### src/rtl/fifo_pkg.sv
// Shared definitions for the FIFO read-side drain stage.
//   fso_state_e : output-buffer occupancy state (EMPTY / ONE / TWO)
//   FSO_STAT_W  : width of the optional statistics counters
package fifo_pkg;

  typedef enum logic [1:0] {
    EMPTY = 2'd0,
    ONE   = 2'd1,
    TWO   = 2'd2
  } fso_state_e;

  localparam int unsigned FSO_STAT_W = 32;

endpackage

### src/rtl/fso_burst_cnt.sv
// Beat-position counter for fixed-length bursts.
// Ports:
//   clk, rstn : clock, synchronous active-low reset
//   clr       : return to the first beat (has priority over inc)
//   inc       : advance one beat, wrapping after LEN-1
//   valid     : qualifies the last decode
//   bcnt      : current beat index
//   last      : valid && bcnt is the final beat of the burst
module fso_burst_cnt #(
  parameter int unsigned LEN = 4,
  parameter int unsigned CW  = 2
) (
  input  logic          clk,
  input  logic          rstn,
  input  logic          clr,
  input  logic          inc,
  input  logic          valid,
  output logic [CW-1:0] bcnt,
  output logic          last
);

  localparam logic [CW-1:0] MAX = CW'(LEN - 1);

  always_ff @(posedge clk) begin
    if (!rstn) begin
      bcnt <= '0;
    end else if (clr) begin
      bcnt <= '0;
    end else if (inc) begin
      bcnt <= (bcnt == MAX) ? '0 : bcnt + 1'b1;
    end
  end

  assign last = valid && (bcnt == MAX);

endmodule

### src/rtl/fifo_stream_out.sv
// Read-side drain stage for a show-ahead FIFO. Pops words into a two-slot
// buffer and presents them as a valid/ready stream with m_last every
// BURST_LEN beats. fifo_pop depends only on registered occupancy, never on
// m_ready, so consumer backpressure does not reach the FIFO combinationally.
// Ports:
//   clk, rstn           : clock, synchronous active-low reset
//   fifo_dout/empty/pop : FIFO read port (head word valid when !fifo_empty)
//   flush               : drop buffered words and restart burst position
//   m_valid/ready/data  : output stream, m_data is the head slot
//   m_last              : final beat of the current burst
// Optional (define FIFO_STREAM_OUT_STATS_EN):
//   stat_beats          : count of accepted beats
//   stat_stalls         : count of cycles with m_valid && !m_ready
module fifo_stream_out
  import fifo_pkg::*;
#(
  parameter int WIDTH     = 32,
  parameter int BURST_LEN = 4,
  parameter int BCNT_W    = (BURST_LEN > 1) ? $clog2(BURST_LEN) : 1
) (
  input  logic             clk,
  input  logic             rstn,
  input  logic [WIDTH-1:0] fifo_dout,
  input  logic             fifo_empty,
  output logic             fifo_pop,
  input  logic             flush,
  output logic             m_valid,
  input  logic             m_ready,
  output logic [WIDTH-1:0] m_data,
  output logic             m_last
`ifdef FIFO_STREAM_OUT_STATS_EN
  ,
  output logic [FSO_STAT_W-1:0] stat_beats,
  output logic [FSO_STAT_W-1:0] stat_stalls
`endif
);

  fso_state_e       state, state_nxt;
  logic [WIDTH-1:0] slot0, slot1;
  logic [WIDTH-1:0] slot0_nxt, slot1_nxt;
  logic             acc;
  logic [BCNT_W-1:0] bcnt;

  assign fifo_pop = !fifo_empty && (state != TWO) && !flush && rstn;
  assign m_valid  = (state != EMPTY);
  assign acc      = m_valid && m_ready;
  assign m_data   = slot0;

  always_comb begin
    state_nxt = state;
    slot0_nxt = slot0;
    slot1_nxt = slot1;
    if (flush) begin
      state_nxt = EMPTY;
    end else begin
      case (state)
        EMPTY: begin
          if (fifo_pop) begin
            state_nxt = ONE;
            slot0_nxt = fifo_dout;
          end
        end
        ONE: begin
          if (fifo_pop && !acc) begin
            state_nxt = TWO;
            slot1_nxt = fifo_dout;
          end else if (fifo_pop && acc) begin
            slot0_nxt = fifo_dout;
          end else if (acc) begin
            state_nxt = EMPTY;
          end
        end
        TWO: begin
          if (acc) begin
            state_nxt = ONE;
            slot0_nxt = slot1;
          end
        end
        default: state_nxt = EMPTY;
      endcase
    end
  end

  always_ff @(posedge clk) begin
    if (!rstn) begin
      state <= EMPTY;
      slot0 <= '0;
      slot1 <= '0;
    end else begin
      state <= state_nxt;
      slot0 <= slot0_nxt;
      slot1 <= slot1_nxt;
    end
  end

  // Clear on flush wins over an accept in the same cycle, so a flush-cycle
  // transfer never advances the burst position.
  fso_burst_cnt #(
    .LEN (BURST_LEN),
    .CW  (BCNT_W)
  ) u_burst_cnt (
    .clk   (clk),
    .rstn  (rstn),
    .clr   (flush),
    .inc   (acc),
    .valid (m_valid),
    .bcnt  (bcnt),
    .last  (m_last)
  );

`ifdef FIFO_STREAM_OUT_STATS_EN
  always_ff @(posedge clk) begin
    if (!rstn) begin
      stat_beats  <= '0;
      stat_stalls <= '0;
    end else begin
      if (acc)                 stat_beats  <= stat_beats + 1'b1;
      if (m_valid && !m_ready) stat_stalls <= stat_stalls + 1'b1;
    end
  end
`endif

endmodule
### config.mk
export PLATFORM = sky130hd
export DESIGN_NAME = fifo_stream_out
export DESIGN_NICKNAME = d
export VERILOG_FILES = /design/src/rtl/fifo_pkg.sv /design/src/rtl/fso_burst_cnt.sv /design/src/rtl/fifo_stream_out.sv
export SDC_FILE = /design/constraint.sdc
export NUM_CORES = 1
export LEC_CHECK = 0
export CORE_MARGIN = 2
export CORE_UTILIZATION = 46
export CTS_CLUSTER_DIAMETER = 100
export CTS_CLUSTER_SIZE = 20
export DETAILED_ROUTE_END_ITERATION = 10
export PLACE_DENSITY = 0.73
export SETUP_SLACK_MARGIN = 0.02
export SLEW_MARGIN = 20
export SYNTH_ARGS = -nofsm -noshare
export SYNTH_HDL_FRONTEND = slang
export SYNTH_SLANG_ARGS = --single-unit
### constraint.sdc
create_clock -name clk -period 1.8 [get_ports clk]
set_clock_uncertainty 0.2 [all_clocks]
set_input_delay 0.36 -clock clk [delete_from_list [all_inputs] [get_ports clk]]
set_output_delay 0.36 -clock clk [all_outputs]
set_load 0.005 [all_outputs]
==> qor.yml <==
outcome: "complete, but fails checks"
violations: "setup timing"
fillCellCount: 543
synth_edf_count: 0
hold_viol: 0
grt_max_degree: 48
worstMarginPinSlew_ns: 0.431
setup_slack_ns: -0.116
yosysTopAreaCellShare_pct: 41.4
core-area_mm2: 0.00687
dr.pass1.iters: 4
row_count: 30
fin_setup_tns_ns: -3.28
dr.first_iter.drc_count: 222
yosysUniqueCellTypes: 29
slowest_stage: "or4b_1"
startpoint_type: "flip-flop"
crit_fanout: 7
syn_nets: 400
switching_share_pct: 25.4
routed-wl-met2_mm: 4.09
drive_above_1_share_pct: 16.6
p_int_mw: 2.39
fmax_ghz: 0.522
synth_top_area_cell: "dfxtp_1"
timing.final.crit_share_pct: 106
cts_tree: "built"
die-area_mm2: 0.00783
cts_root_buffer: "clkbuf_8"
wl_met1_mm: 4.03
cp.arrival_ns: 1.94
port_buffers: 71
slew_headroom_pct: 71.3
start_util_pct: 47.8
drc_errors: 0
clock_latency_ns: 0.33
timing.rr.start: "state[1]"
min_path_type: "in2reg"
p_clk_share_pct: 36.5
dp_hpwl_mm: 4.89
reg2regPathDepth: 5
cts_buffer_depth: 2
power_frac_seq_pct: 48.7
avgViaCountPerCell: 5.48
ys_warn_count: 0
crit_type: "reg2reg"
hold_start: "rstn"
whs_ns: 0.218
numCtsBuffers: 9
top_layer: "met4"
vdd_drop_max_mv: 0.415
die_h_um: 88.5
synth-seq-cells: 68
wl_per_cell_um: 15.6
netlist_instances: 362
nets: 479
reg2reg_to: "m_data[29]"
grt_usage_pct: 21.1
grt_overflow: 0
synth-seq-area-share_pct: 41.4
grt_pass1_vias: 2724
h-tree-depth: 3
fin_util_pct: 67.8
hold_path_depth: 4
postSynthAreaPerCell_um2: 9.07
die_w_um: 88.5
p_switching_mw: 0.814
finalPower_mw: 3.21
syn_area_mm2: 0.00328
via_count: 2969
period_needed_ns: 1.92
cap_violations: 0
rsz0062_at_grt: "yes"
path_clk_slew_ns: 0.08
slowest_delay_ns: 0.51
num_io_pins: 72
antenna_found_initial: 0
power_density_mw_per_mm2: 688
p_leak_nw: 1.88
critPathCaptureType: "flip-flop"
numClockSinks: 68
whs_endpoint: "state[1]"
wl_met3_um: 236
hold_buffers: 0
r2r_slack_ns: -0.12
gp_congestion: 0.770
area_delta_synth_final_pct: 41.8
pwr-share-comb_pct: 14.8
grt_pass1_wl_mm: 13.0
num_antenna_cells: 0
crit_required_ns: 1.82
setup_viol: 46
slew_viol_final: 0
async_flop_share_pct: 0
ys_top_cells_by_area: "dfxtp_1, mux2i_1, or3b_1, a21boi_1, o211ai_1"
ys.flop_type: "dfxtp_1"
wirelength_mm: 8.45
detail-route-antenna-nets: 0
crit_chain: "buf_6 > or4b_1 > a31o_4 > clkbuf_16 > mux2i_1"
dp_slack_ns: -0.473
[through the flow]
step                cells  cell area, um^2
finish                542             4660
global route          542             4660
CTS                   539             4530
detailed placement    514             4190
global placement      514             4190
floorplan             362             3300
[cell type report]
cell class	count	area, um^2	area share, %
Clock inverter	5	36.3	0.779
Timing Repair Buffer	108	1190	25.6
Tap cell	96	120	2.58
Clock buffer	11	151	3.25
Inverter	1	3.75	0.0806
Multi-Input combinational cell	253	1770	38.1
Sequential cell	68	1380	29.6
[worst max-delay path: cells and delay by family (launching register included)]
family	cells	cell delay, ns
AO/OA/AOI/OAI	1	0.32
AND/OR/NAND/NOR	1	0.51
flip-flops	1	0.35
buffers and inverters	2	0.31
multiplexers	1	0.11
[kinds of logic after synthesis]
kind of cell | count (synthesis) | share of synthesized area (%)
AND/OR/NAND/NOR | 116 | 21.4
flip-flops | 68 | 41.4
buffers and inverters | 41 | 5.79
AO/OA/AOI/OAI | 103 | 20.9
adder cells (fa/ha/maj) | 1 | 0.381
multiplexers | 33 | 10.1
[how the worst max path moves through the flow]
| stage | from | end | slack (ns) | cells after the start |
|---|---|---|---|---|
| after floorplan | rstn | m_data[0] | 0.004 | 6 |
| after global placement | fifo_empty | m_data[31] | -0.43 | 5 |
| after detailed placement | fifo_empty | m_data[16] | -0.47 | 5 |
| after CTS | state[1] | m_data[1] | -0.12 | 5 |
| after global routing | state[1] | slot1[5] | -0.14 | 8 |
| final | state[1] | m_data[29] | -0.12 | 5 |
[registers in the layout, indices dropped and copies added, names as in the netlist]
register,cells
u_burst_cnt.bcnt,2
m_data,32
slot1,32
state,2
[synth_stat cells (2+ instances only)]
library cell,n
dfxtp_1,68
nand2_1,34
or3b_1,34
clkbuf_1,33
mux2i_1,33
o21ai_1,33
a21boi_1,32
nand3_1,32
o211ai_1,32
buf_6,4
a21oi_1,3
buf_2,2
nand2b_1,2
nand3b_1,2
nor2_1,2
nor3b_2,2
or2_1,2
[per-layer routing]
layer,up-vias,GRT usage [%]
met5,-,0
met4,0,6.20
met3,8,3.64
met2,57,35.5
met1,1429,28.0
li1,1475,-
[power groups by stage]
stage               logic, mW  clock network [mW]  registers (mW)
global route            0.505                1.26            1.57
finish                  0.473                1.17            1.56
floorplan               0.190                   0            1.60
global placement        0.416                   0            1.60
CTS                     0.453                1.19            1.56
detailed placement      0.419                   0            1.60
[timing repair]
action | CTS | global route
endpoints found under the setup margin | 69 | 79
pin swaps | 5 | 13
endpoints found under the hold margin | 0 | 0
setup buffers | 6 | 0
cloned | 3 | 3
resized for setup | 24 | 25
[placed cells by master (no fill, tap or decap), types with 18 or more instances in the layout]
cell	instances
clkdlybuf4s50_1	59
dfxtp_1	58
nand2_1	34
o21ai_1	33
mux2i_1	33
nand3_1	32
a21boi_1	32
or3b_1	32
o211ai_1	32
buf_4	18
No activity file was read; power rests on OpenSTA's default activity.
